==> config.mk <==
export PLATFORM = sky130hd
export DESIGN_NAME = outerprodrc_ctrl
export DESIGN_NICKNAME = d
export VERILOG_FILES = /design/src/rtl/outerprodrc_ctrl.sv
export SDC_FILE = /design/constraint.sdc
export NUM_CORES = 1
export LEC_CHECK = 0
export BUFFER_PORTS_ARGS = -buffer_cell sky130_fd_sc_hd__buf_2
export CAP_MARGIN = 25
export CORE_MARGIN = 5
export CORE_UTILIZATION = 46
export DETAILED_ROUTE_END_ITERATION = 6
export GPL_TIMING_DRIVEN = 0
export HOLD_SLACK_MARGIN = 0.1
export PLACE_DENSITY = 0.88
export SETUP_SLACK_MARGIN = 0.3
export SYNTH_ARGS = -nofsm -noshare
export SYNTH_HDL_FRONTEND = slang
export SYNTH_SLANG_ARGS = --single-unit
==> constraint.sdc <==
create_clock -name iClk -period 2.15 [get_ports iClk]
set_input_delay 0.43 -clock iClk [delete_from_list [all_inputs] [get_ports iClk]]
set_output_delay 0.43 -clock iClk [all_outputs]
set_load 0.01 [all_outputs]
==> src/rtl/outerprodrc_ctrl.sv <==
// outerprodrc_ctrl: job sequencer for the unary outer-product array.
// Accepts one sign-magnitude operand pair per job. It clears the array accumulators,
// enables the array for L cycles, then presents the result until downstream consumes it.
// Optional feature: define OUTERPRODRC_CTRL_EARLYTERM_EN to add the iLen port.
// iLen sets a per-job stream length.
// L = iLen when 1 <= iLen <= L_FULL, otherwise L = L_FULL. L_FULL = 2**(BITWIDTH-1).
module outerprodrc_ctrl #(
    parameter int ROWNUM   = 4,
    parameter int COLNUM   = 4,
    parameter int BITWIDTH = 8
) (
    input  logic                         iClk,
    input  logic                         iRstN,
    input  logic                         iValid,
    output logic                         oReady,
    input  logic [ROWNUM*BITWIDTH-1:0]   iData0,
    input  logic [COLNUM*BITWIDTH-1:0]   iData1,
    input  logic                         iAbort,
`ifdef OUTERPRODRC_CTRL_EARLYTERM_EN
    input  logic [BITWIDTH-1:0]          iLen,
`endif
    output logic [ROWNUM*BITWIDTH-1:0]   oData0,
    output logic [COLNUM*BITWIDTH-1:0]   oData1,
    output logic                         oClr,
    output logic                         oEn,
    output logic                         oValid,
    input  logic                         iReady,
    output logic                         oBusy
);

    localparam int                  LFULL     = 2 ** (BITWIDTH - 1);
    localparam logic [BITWIDTH-1:0] LFULL_W   = BITWIDTH'(LFULL);
    localparam logic [BITWIDTH-1:0] CNT_LAST  = BITWIDTH'(1);

    typedef enum logic [1:0] {
        IDLE  = 2'd0,
        CLEAR = 2'd1,
        RUN   = 2'd2,
        DONE  = 2'd3
    } state_t;

    state_t              state;
    state_t              stateNext;
    logic [BITWIDTH-1:0] lenCnt;
    logic [BITWIDTH-1:0] lenLoad;
    logic                accept;

    assign accept = iValid & oReady;

    // Stream length for the job being accepted.
    always_comb begin
`ifdef OUTERPRODRC_CTRL_EARLYTERM_EN
        if ((iLen == '0) || (iLen > LFULL_W)) begin
            lenLoad = LFULL_W;
        end else begin
            lenLoad = iLen;
        end
`else
        lenLoad = LFULL_W;
`endif
    end

    // State register.
    always_ff @(posedge iClk or negedge iRstN) begin
        // NOTE: clocked state uses non-blocking assignments so every register
        // samples the pre-edge values regardless of block ordering.
        if (!iRstN) begin
            state <= IDLE;
        end else begin
            state <= stateNext;
        end
    end

    // Next-state logic. Abort in CLEAR/RUN overrides every other transition.
    always_comb begin
        // NOTE: the default assignment up front keeps this block free of latches
        // on paths that do not assign stateNext explicitly.
        stateNext = state;
        unique case (state)
            IDLE:  if (accept) stateNext = CLEAR;
            CLEAR: stateNext = iAbort ? IDLE : RUN;
            RUN: begin
                if (iAbort) begin
                    stateNext = IDLE;
                end else if (lenCnt == CNT_LAST) begin
                    stateNext = DONE;
                end
            end
            DONE:  if (iReady) stateNext = IDLE;
            default: stateNext = IDLE;
        endcase
    end

    // Moore outputs decoded from the state.
    always_comb begin
        oReady = (state == IDLE);
        oClr   = (state == CLEAR);
        oEn    = (state == RUN);
        oValid = (state == DONE);
        oBusy  = (state != IDLE);
    end

    // Operand latches and length counter.
    // The operands hold from one accept to the next, so they stay valid through DONE.
    always_ff @(posedge iClk or negedge iRstN) begin
        // NOTE: the operand registers are reset on purpose.
        // The array sees a defined all-zero vector before the first job is accepted.
        if (!iRstN) begin
            oData0 <= '0;
            oData1 <= '0;
            lenCnt <= '0;
        end else if (accept) begin
            oData0 <= iData0;
            oData1 <= iData1;
            lenCnt <= lenLoad;
        end else if ((state == RUN) && (lenCnt != CNT_LAST)) begin
            lenCnt <= lenCnt - CNT_LAST;
        end
    end

endmodule
==> metrics.cfg, run 1 <==
[synth]
yosysWarnings = 0
syn-num-nets = 269
syn_inst = 198
syn_area_per_cell_um2 = 14.9
synthDistinctLibCells = 33
netlist_area_um2 = 2950
synth_top_area_cell = dfrtp_1
yosysTopAreaCellShare = 0.628
ys_seq_elements = 74
synthTopCellsByArea = dfrtp_1 63%, mux2_2 24%, mux2i_1 1.4%, buf_2 1.0%, ha_1 0.85%
ys_seq_area_frac = 0.628

[floorplanning]
io_pins = 138
die_x_um = 90.1
dieHeight_um = 90.1
dieArea_um2 = 8110
start_util = 0.470
placementRows = 29
core_region_area_um2 = 6280

[layout]
final_common_cell = buf_2
drive_gt1_frac = 0.655
design_area_um2 = 3920
syn_to_final_growth_pct = 32.9
insertedDiodeCount = 0
final_cell_mix = 140 x buf_2, 73 x dfrtp_1, 64 x mux2_2
final_nets = 418
post-route-util = 0.624

[clocking]
cts_max_level = 3
clk_latency_ns = 0.32
hold_buffers = 0
cts.sinks = 74
cts_root_buf = clkbuf_8
cts_buffers = 9
path_clk_slew_ns = 0.07
cts_buffer_depth = 2
cts_tree = done

[critical_path]
critPathKind = reg -> reg
path_common_cell = or4_1
startpoint_type = register
critPathMaxFanout = 6
worst_setup_path_end_kind = register
crit_required_ns = 2.40
arrival_ns = 2.02
slowest_delay_ns = 0.51
slowest_stage = or4_1
cp_cell_sequence = or4_1 > clkbuf_2 > or4_1 > a21oi_1

[place]
placed_cell_area_um2 = 3730
place_ws_ns = 0.107
dp_hpwl_um = 4920
gp_congestion = 0.773
io_buffers = 137

[pwr]
p_per_area_nw_per_um2 = 1500
p_leak_nw = 1.95
ir_worst_vdd_mv = 0.726

[route]
drt_pre_antenna_iters = 4
routed_via_density = 4.94
drt-wirelength-per-cell_um = 15.1
top_layer = met4
wl_met3_um = 556
drt_iter0_markers = 61
wl_met1_um = 2360
vias = 2099
antenna_left = 0
met2RoutedLength_um = 3450
drc_errors = 0
wl_um = 6420

[sta]
hold_viol = 0
slew-limit-headroom = 0.391
period_needed_ns = 1.77
fin_ws_ns = 0.381
fmax_mhz = 565
tightest_slew_ns = 0.914
setup_violations = 0
final.setup.tns_ns = 0
skew_ns = 0.00689
period_share = 0.823
rsz0062_at_grt = false
slew_viol_final = 0

[flow_run]
drv_cap = 0

[worst_hold_path]
hold_class = in -> async

[grt]
antenna_found_initial = 0
gr-total-overflow = 0
grt_pass1_vias = 2254
grt.total_usage = 0.162
grt_pass1_wl_um = 10800
grt_max_degree = 75

[run_status]
status = completed

[layout make-up]
cell class | instances | area, um2
Sequential cell | 74 | 1850
Multi-Input combinational cell | 110 | 1040
Fill cell | 532 | 2360
Tap cell | 77 | 96.3
Timing Repair Buffer | 138 | 696
Inverter | 5 | 18.8
Clock buffer | 12 | 165
Buffer | 9 | 55.1
[through the flow]
stage	total power (W)	std cells	hold slack (ns)
floorplan	0.00394	198	0.134
global placement	0.00485	412	0.481
detailed placement	0.00500	412	0.488
CTS	0.00595	424	0.267
global route	0.00630	425	0.267
finish	0.00588	425	0.215
[power by group]
part	switching (W)	internal, W	total [W]
clock network	0.000449	0.000489	0.000938
logic	0.00117	0.00132	0.00249
registers	0.000375	0.00208	0.00245
[Yosys cell counts, drive strengths merged]
cell    instances
a211o           1
a21o            1
a21oi           2
and2            1
and4            1
buf             6
clkbuf          3
dfrtp          74
ha              2
inv             5
mux2           64
mux2i           4
nand2           5
nand3           1
nand3b          1
nor2            4
nor2b           2
nor3            1
nor3b           1
nor4            1
nor4b           1
o211ai          2
o21a            1
o21ai           3
o21bai          1
o22ai           1
o31ai           1
or2             1
or3             1
or3b            2
or4             3
or4b            1
[flip-flops by register name, indices dropped and copies added (netlist names)]
name    flops
lenCnt      8
state       2
oData1     32
oData0     32
[critical path: cells and delay by family (launching register included)]
| family | cells | cell delay (ns) |
|---|---|---|
| AOI/OAI and AO/OA | 1 | 0.16 |
| and+or+nand+nor | 2 | 0.98 |
| DFF | 1 | 0.40 |
| buffers and inverters | 1 | 0.16 |
[cell families (layout without fill, tap and decap cells)]
family / Yosys count / count (layout) / share of synthesized area
fa+ha+maj: 2 / 2 / 0.00848
simple gates: 27 / 27 / 0.0560
compound gates: 13 / 13 / 0.0289
flops: 74 / 74 / 0.628
buf+inv: 14 / 164 / 0.0208
mux: 68 / 68 / 0.258
[timing repair]
action | 4_1_cts | 5_1_grt
endpoints found under the hold margin | 0 | 0
setup buffers | 0 | 1
endpoints found under the setup margin | 7 | 66
gates resized for setup | 3 | 6
[metal layers]
metal  track usage  vias up
met1         0.178     1026
met5             0        -
met3        0.0785        7
met4        0.0496        0
li1              -      995
met2         0.277       71
[path summary, 6_finish.rpt]
kind / cells after the start / end / slack, ns / start
worst max-delay path: 4 / lenCnt[6] / 0.38 / lenCnt[4]
worst min-delay path: 1 / oData1[12] / 0.21 / iRstN
worst max register to register: 4 / lenCnt[6] / 0.38 / lenCnt[4]
worst min register to register: 1 / oData1[24] / 0.50 / oData1[24]
max in group asynchronous: 1 / state[0] / 1.31 / iRstN
min in group iClk: 2 / state[1] / 0.29 / iAbort
Note: power is estimated with default switching activity, not from simulation.
==> inputs of run 2 (changes only) <==
--- a/config.mk
+++ b/config.mk
@@ -5,14 +5,15 @@
 export SDC_FILE = /design/constraint.sdc
 export NUM_CORES = 1
 export LEC_CHECK = 0
+export ABC_AREA = 1
 export BUFFER_PORTS_ARGS = -buffer_cell sky130_fd_sc_hd__buf_2
 export CAP_MARGIN = 25
 export CORE_MARGIN = 5
-export CORE_UTILIZATION = 46
+export CORE_UTILIZATION = 47
 export DETAILED_ROUTE_END_ITERATION = 6
 export GPL_TIMING_DRIVEN = 0
 export HOLD_SLACK_MARGIN = 0.1
-export PLACE_DENSITY = 0.88
+export PLACE_DENSITY = 0.89
 export SETUP_SLACK_MARGIN = 0.3
 export SYNTH_ARGS = -nofsm -noshare
 export SYNTH_HDL_FRONTEND = slang
==> constraint.sdc (replaced) <==
create_clock -name iClk -period 1.65 [get_ports iClk]
set_input_delay 0.33 -clock iClk [delete_from_list [all_inputs] [get_ports iClk]]
set_output_delay 0.33 -clock iClk [all_outputs]
set_load 0.01 [all_outputs]
==> run 2 against run 1 <==
  * Final cell count rose by 42%
  * Count of clock-buffer cells in the layout fell by 1
  * Clock skew barely moved
  * Non-clock buffer count rose by 11
  * Flip-flop and latch count did not move
  * Via count rose by 39%
  * Wire length rose by 28%
  * Critical endpoint is now oBusy
  * Highest routed layer unchanged
==> metrics.cfg, run 2 <==
[pwr]
pwr-share-seq = 0.378  ; -0.039
p_int_w = 0.00506  ; +30%
net-switching-power_w = 0.00338  ; +70%
ir_worst_vdd_mv = 1.00  ; +38%
pwr-share-comb = 0.443  ; +0.019
p_leak_nw = 2.51  ; +29%
clkPwrFrac = 0.179  ; +0.020
swShare = 0.401  ; +0.0615
p_per_area_nw_per_um2 = 2000  ; +33%

[sta]
setup_violations = 0  ; unchanged
period_share = 0.881
rsz0062_at_grt = true
slew_viol_final = 0  ; unchanged
hold_viol = 0  ; unchanged
tightest_slew_ns = 0.911  ; -0.00339 ns
skew_ns = 0.00732  ; +0.000422 ns
slew-limit-headroom = 0.393  ; +0.00226
fmax_mhz = 688
period_needed_ns = 1.45

[clocking]
hold_buffers = 0  ; unchanged
cts_tree = done
cts_buffers = 9  ; unchanged
cts.sinks = 74  ; unchanged
cts_max_level = 3  ; unchanged
cts_root_buf = clkbuf_8
cts_buffer_depth = 2  ; unchanged
path_clk_slew_ns = 0.08  ; about the same
clk_latency_ns = 0.33  ; about the same

[grt]
gr-total-overflow = 0  ; unchanged
grt.total_usage = 0.194  ; +0.0319
antenna_found_initial = 0  ; unchanged
grt_max_degree = 75  ; unchanged
grt_pass1_wl_um = 13200  ; +23%
grt_pass1_vias = 2821  ; +25%

[floorplanning]
die_x_um = 91.2  ; +1.3%
start_util = 0.486  ; +0.0159
dieArea_um2 = 8320  ; +2.6%
dieHeight_um = 91.2  ; +1.3%
io_pins = 138  ; unchanged
placementRows = 29  ; unchanged
core_region_area_um2 = 6390  ; +1.7%

[synth]
ys_seq_elements = 74  ; unchanged
yosysWarnings = 0  ; unchanged
ys_async_sr_fraction = 1.00  ; unchanged
synthTopCellsByArea = dfrtp_1 60%, nand2_1 27%, buf_6 2.5%, inv_1 2.1%, nand4_1 1.6%
synthFlopType = dfrtp_1
synth.most_common_cell = nand2_1
synthDistinctLibCells = 17  ; -48%
syn-num-nets = 437  ; +62%
syn_inst = 366  ; +85%
ys_seq_area_frac = 0.597  ; -0.0309
synth_commonest_cells = 220 x nand2_1, 74 x dfrtp_1, 17 x inv_1
yosysTopAreaCellShare = 0.597  ; -0.0309
syn_area_per_cell_um2 = 8.47  ; -43%
netlist_area_um2 = 3100  ; +5.2%
synth_edf_count = 0  ; unchanged
synth_top_area_cell = dfrtp_1

[worst_hold_path]
hold_class = in -> async

[run_status]
status = completed

[route]
wl_um = 8230  ; +28%
drt-wirelength-per-cell_um = 13.6  ; -9.7%
antenna_left = 0  ; unchanged
drc_errors = 0  ; unchanged
drt_iter0_markers = 131  ; +110%
drt_pre_antenna_iters = 7  ; +3
routed_via_density = 4.83  ; -2.2%
vias = 2912  ; +39%

[critical_path]
critPathLaunch = state[0]
rr_worst_depth = 8  ; +4
critPathMaxFanout = 5  ; -1
reg2reg_from = state[0]
startpoint_type = register
critPathKind = reg -> out
worst_setup_path_end_kind = primary output
crit_required_ns = 1.32  ; -1.08 ns
arrival_ns = 1.12  ; -0.90 ns

[place]
io_buffers = 137  ; unchanged
dp_hpwl_um = 5820  ; +18%
gp_congestion = 0.844  ; +9.2%
dp.cells = 580  ; +41%

[flow_run]
drv_cap = 0  ; unchanged

[layout]
drive_gt1_frac = 0.359  ; -0.296
reg.largest.list = oData0 x32, oData1 x32, lenCnt x8
final_cell_mix = 220 x nand2_1, 142 x buf_2, 71 x dfrtp_1
final_nets = 592  ; +42%
stdcell_count = 603  ; +42%
post-route-util = 0.661  ; +0.0370
syn_to_final_growth_pct = 36.2
insertedDiodeCount = 0  ; unchanged
final_common_cell = nand2_1

-- run 2: cell types whose count changed in the layout (fill, tap and decap cells not counted), moves of 4 or more --
cell / change
nand4_1: +8
nand3_1: +6
buf_6: +5
mux2i_1: -4
nor2_4: +6
nand2_1: +215
inv_1: +10
buf_4: +5
mux2_2: -64
-- run 2: power groups by stage --
stage	logic (W)	registers (W)	clock network (W)
CTS	0.00363	0.00317	0.00153
detailed placement	0.00348	0.00317	0
global route	0.00415	0.00330	0.00161
floorplan	0.00170	0.00351	0
global placement	0.00333	0.00315	0
finish	0.00374	0.00319	0.00152
-- run 2: cell type report --
class	instances	area (um2)
clock inverter	5	78.8
sequential	74	1860
timing repair buffer	144	747
inverter	18	70.1
buffer	14	135
tap	77	96.3
clock buffer	11	131
multi-input combinational	260	1110
fill	525	2160
-- run 2: cell families (layout without fill, tap and decap cells) --
| family | after synthesis | count (layout) | share of synthesized area |
|---|---|---|---|
| simple gates | 253 | 253 | 0.326 |
| flops | 74 | 74 | 0.597 |
| buf+inv | 32 | 192 | 0.0585 |
| compound gates | 4 | 4 | 0.00726 |
| fa+ha+maj | 2 | 2 | 0.00807 |
| xor+xnor | 1 | 1 | 0.00282 |
-- run 2: metrics by stage --
step           setup TNS, ns  cell area, um2  total power, W  hold WS [ns]  setup WS [ns]
6_report                   0            4220         0.00845         0.131          0.197
2_1_floorplan              0            3100         0.00521        0.0344          0.447
3_5_place_dp               0            3890         0.00665         0.460          0.222
5_1_grt                    0            4220         0.00906         0.172          0.136
3_3_place_gp          -11.43            3880         0.00647         0.458         -0.158
4_1_cts                    0            4170         0.00834         0.163          0.179
-- run 2: critical path: stages (launching register included) --
cell     delay (ns)
dfrtp_2        0.47
nor2_4         0.14
inv_2          0.06
buf_6          0.12
-- run 2: timing repair --
item                                    in CTS  in global routing
buffers inserted                             3                  4
pin swaps                                    2                  6
endpoints found under the setup margin      70                 77
cloned                                       0                  0
resized for setup                           12                 11
-- run 2: path summary, 6_finish.rpt --
kind                       slack, ns    endpoint
max                             0.20       oBusy
min                             0.13   lenCnt[6]
max reg2reg                     0.25   oData1[2]
min reg2reg                     0.48  oData1[31]
max in group asynchronous       0.89   lenCnt[3]
min in group iClk               0.18  oData0[14]
-- run 2: metal layers --
metal	GRT usage	share of wire
met5	0	0
met4	0.0721	0.017
met3	0.0570	0.079
met2	0.309	0.49
met1	0.252	0.42
==> inputs of run 3 (changes only) <==
--- a/config.mk
+++ b/config.mk
@@ -8,7 +8,6 @@
 export ABC_AREA = 1
 export BUFFER_PORTS_ARGS = -buffer_cell sky130_fd_sc_hd__buf_2
 export CAP_MARGIN = 25
-export CORE_MARGIN = 5
 export CORE_UTILIZATION = 47
 export DETAILED_ROUTE_END_ITERATION = 6
 export GPL_TIMING_DRIVEN = 0
==> run 3 against run 2 <==
  * Maximum frequency fell by 0.29%
  * Sequential power barely moved
  * Core utilization rose by 9.4 points
  * Largest power group unchanged
  * Setup slack got worse by 0.0042 ns
  * Non-clock buffer count rose by 12
  * Critical path depth did not move
  * Hold slack improved by 0.043 ns
  * Clock skew rose by 0.0024 ns
  * Wire length rose by 5.8%
  * Largest cell class unchanged
  * Critical endpoint unchanged
  * Power rose by 8.3%
==> metrics.cfg, run 3 (synthesis gave the netlist of run 2 again) <==
[run_status]
status = completed

[critical_path]
crit_buf_inv = 2  ; unchanged
reg2reg_from = state[0]
critPathMaxFanout = 5  ; unchanged
slowest_stage = dfrtp_2
crit_end = oBusy
path_depth = 3  ; unchanged
critPathKind = reg -> out
critPathLaunch = state[0]
slowest_delay_ns = 0.46  ; about the same
startpoint_type = register
crit_required_ns = 1.32  ; about the same
worst_setup_path_end_kind = primary output
r2r_end = oData0[29]
cp_cell_sequence = nor2_4 > inv_2 > buf_6
regToRegSetupSlack_ns = 0.26  ; about the same
cp_top_family = flip-flops
rr_worst_depth = 8  ; unchanged
arrival_ns = 1.13  ; about the same

[layout]
nFillCells = 441  ; -16%
ff_latch_area_um2 = 1850  ; about the same
final_nets = 605  ; +2.2%
final_common_cell = nand2_1
multi_input_area_um2 = 1390  ; +25%
insertedDiodeCount = 0  ; unchanged
syn_to_final_growth_pct = 54.6
drive_gt1_frac = 0.512  ; +0.153
reg.largest.list = oData0 x32, oData1 x32, lenCnt x8
final_cell_mix = 144 x nand2_1, 138 x buf_2, 72 x dfrtp_1
design_area_um2 = 4800  ; +14%

[flow_run]
drv_cap = 0  ; unchanged

[pwr]
p_per_area_nw_per_um2 = 1910  ; -4.6%
power_w = 0.00915  ; +8.3%
p_leak_nw = 2.78  ; +11%
ir_worst_vdd_mv = 1.09  ; +8.4%

[clocking]
cts_max_level = 3  ; unchanged
cts_tree = done
cts_root_buf = clkbuf_8
cts_buffer_depth = 2  ; unchanged
clk_latency_ns = 0.35  ; +0.02 ns
path_clk_slew_ns = 0.08  ; about the same
cts_buffers = 9  ; unchanged
cts.sinks = 74  ; unchanged

[route]
wl_um = 8700  ; +5.8%
antenna_left = 0  ; unchanged
routed_via_density = 4.92  ; +1.9%
drc_errors = 0  ; unchanged
vias = 3031  ; +4.1%
wl_met3_um = 509  ; -22%
drt-wirelength-per-cell_um = 14.1  ; +3.5%
met2RoutedLength_um = 4610  ; +15%
drt_pre_antenna_iters = 4  ; -3
top_layer = met4
wl_met1_um = 3460  ; +0.76%
drt_iter0_markers = 177  ; +35%

[sta]
setup_violations = 0  ; unchanged
slew-limit-headroom = 0.750  ; +0.358
hold_viol = 0  ; unchanged
period_share = 0.883  ; +0.00257
tightest_slew_ns = 0.374  ; -0.537 ns
period_needed_ns = 1.46  ; +0.00424 ns
fmax_mhz = 686  ; -0.29%
rsz0062_at_grt = true
slew_viol_final = 0  ; unchanged
skew_ns = 0.00973  ; +0.00242 ns
final.setup.tns_ns = 0  ; unchanged

[worst_hold_path]
hp-start = iData1[22]
hold_class = in -> reg
whs_path_depth = 3

[grt]
antenna_found_initial = 0  ; unchanged
grt_max_degree = 75  ; unchanged
grt_pass1_vias = 2618  ; -7.2%
gr-total-overflow = 0  ; unchanged
grt.total_usage = 0.222  ; +0.0276
grt_pass1_wl_um = 12100  ; -8.2%

[floorplanning]
start_util = 0.488  ; +0.00278
dieHeight_um = 83.2  ; -8.8%
dieArea_um2 = 6930  ; -17%
io_pins = 138  ; unchanged
die_x_um = 83.2  ; -8.8%
core_region_area_um2 = 6350  ; -0.57%
placementRows = 29  ; unchanged

[place]
placed_cell_area_um2 = 3890  ; unchanged
gp_congestion = 0.834  ; -1.1%
dp_hpwl_um = 5260  ; -9.7%
io_buffers = 137  ; unchanged

[run 3: power by group]
group          switching (W)  leakage, nW  total, W  internal (W)
logic                0.00252         1.78   0.00459       0.00206
registers           0.000541        0.919   0.00321       0.00267
clock network       0.000660       0.0893   0.00135      0.000694
[run 3: worst min-delay path by stage]
| stage | end | slack (ns) |
|---|---|---|
| 2_1_floorplan | lenCnt[0] | 0.03 |
| 3_3_place_gp | oData0[24] | 0.46 |
| 3_5_place_dp | oData1[22] | 0.46 |
| 4_1_cts | oData0[3] | 0.16 |
| 5_1_grt | oData0[18] | 0.18 |
| 6_report | oData1[22] | 0.17 |
[run 3: per-layer routing]
| metal | track usage | vias to the layer above |
|---|---|---|
| li1 | - | 1447 |
| met1 | 0.283 | 1438 |
| met2 | 0.371 | 132 |
| met3 | 0.0447 | 14 |
| met4 | 0.0893 | 0 |
| met5 | 0 | - |
[run 3: timing repair]
| action | CTS | global route |
|---|---|---|
| setup buffers | 2 | 7 |
| pin swaps | 1 | 29 |
| cloned | 0 | 9 |
| endpoints found under the hold margin | 0 | 74 |
| hold buffers | 0 | 1 |
| resized for setup | 13 | 119 |
| setup endpoints to repair | 70 | 77 |
[run 3: layout make-up]
cell class,instances,area share
multi-input combinational,261,0.289
timing repair buffer,156,0.213
sequential,74,0.387
clock buffer,11,0.0274
inverter,18,0.0157
tap,77,0.0201
buffer,14,0.0368
clock inverter,5,0.0115
[run 3: through the flow]
step / utilization / worst slack (ns) / hold slack, ns / instances
2_1_floorplan: - / 0.447 / 0.0344 / 366
3_3_place_gp: 0.612 / -0.141 / 0.457 / 580
3_5_place_dp: 0.612 / 0.222 / 0.459 / 580
4_1_cts: 0.652 / 0.185 / 0.157 / 598
5_1_grt: 0.755 / 0.132 / 0.178 / 616
6_report: 0.755 / 0.192 / 0.174 / 616
[run 3: tightest hold or removal path, cell delays in order]
cell and delay (ns):
buf_2 0.07, nand2_1 0.04, nand2_1 0.05
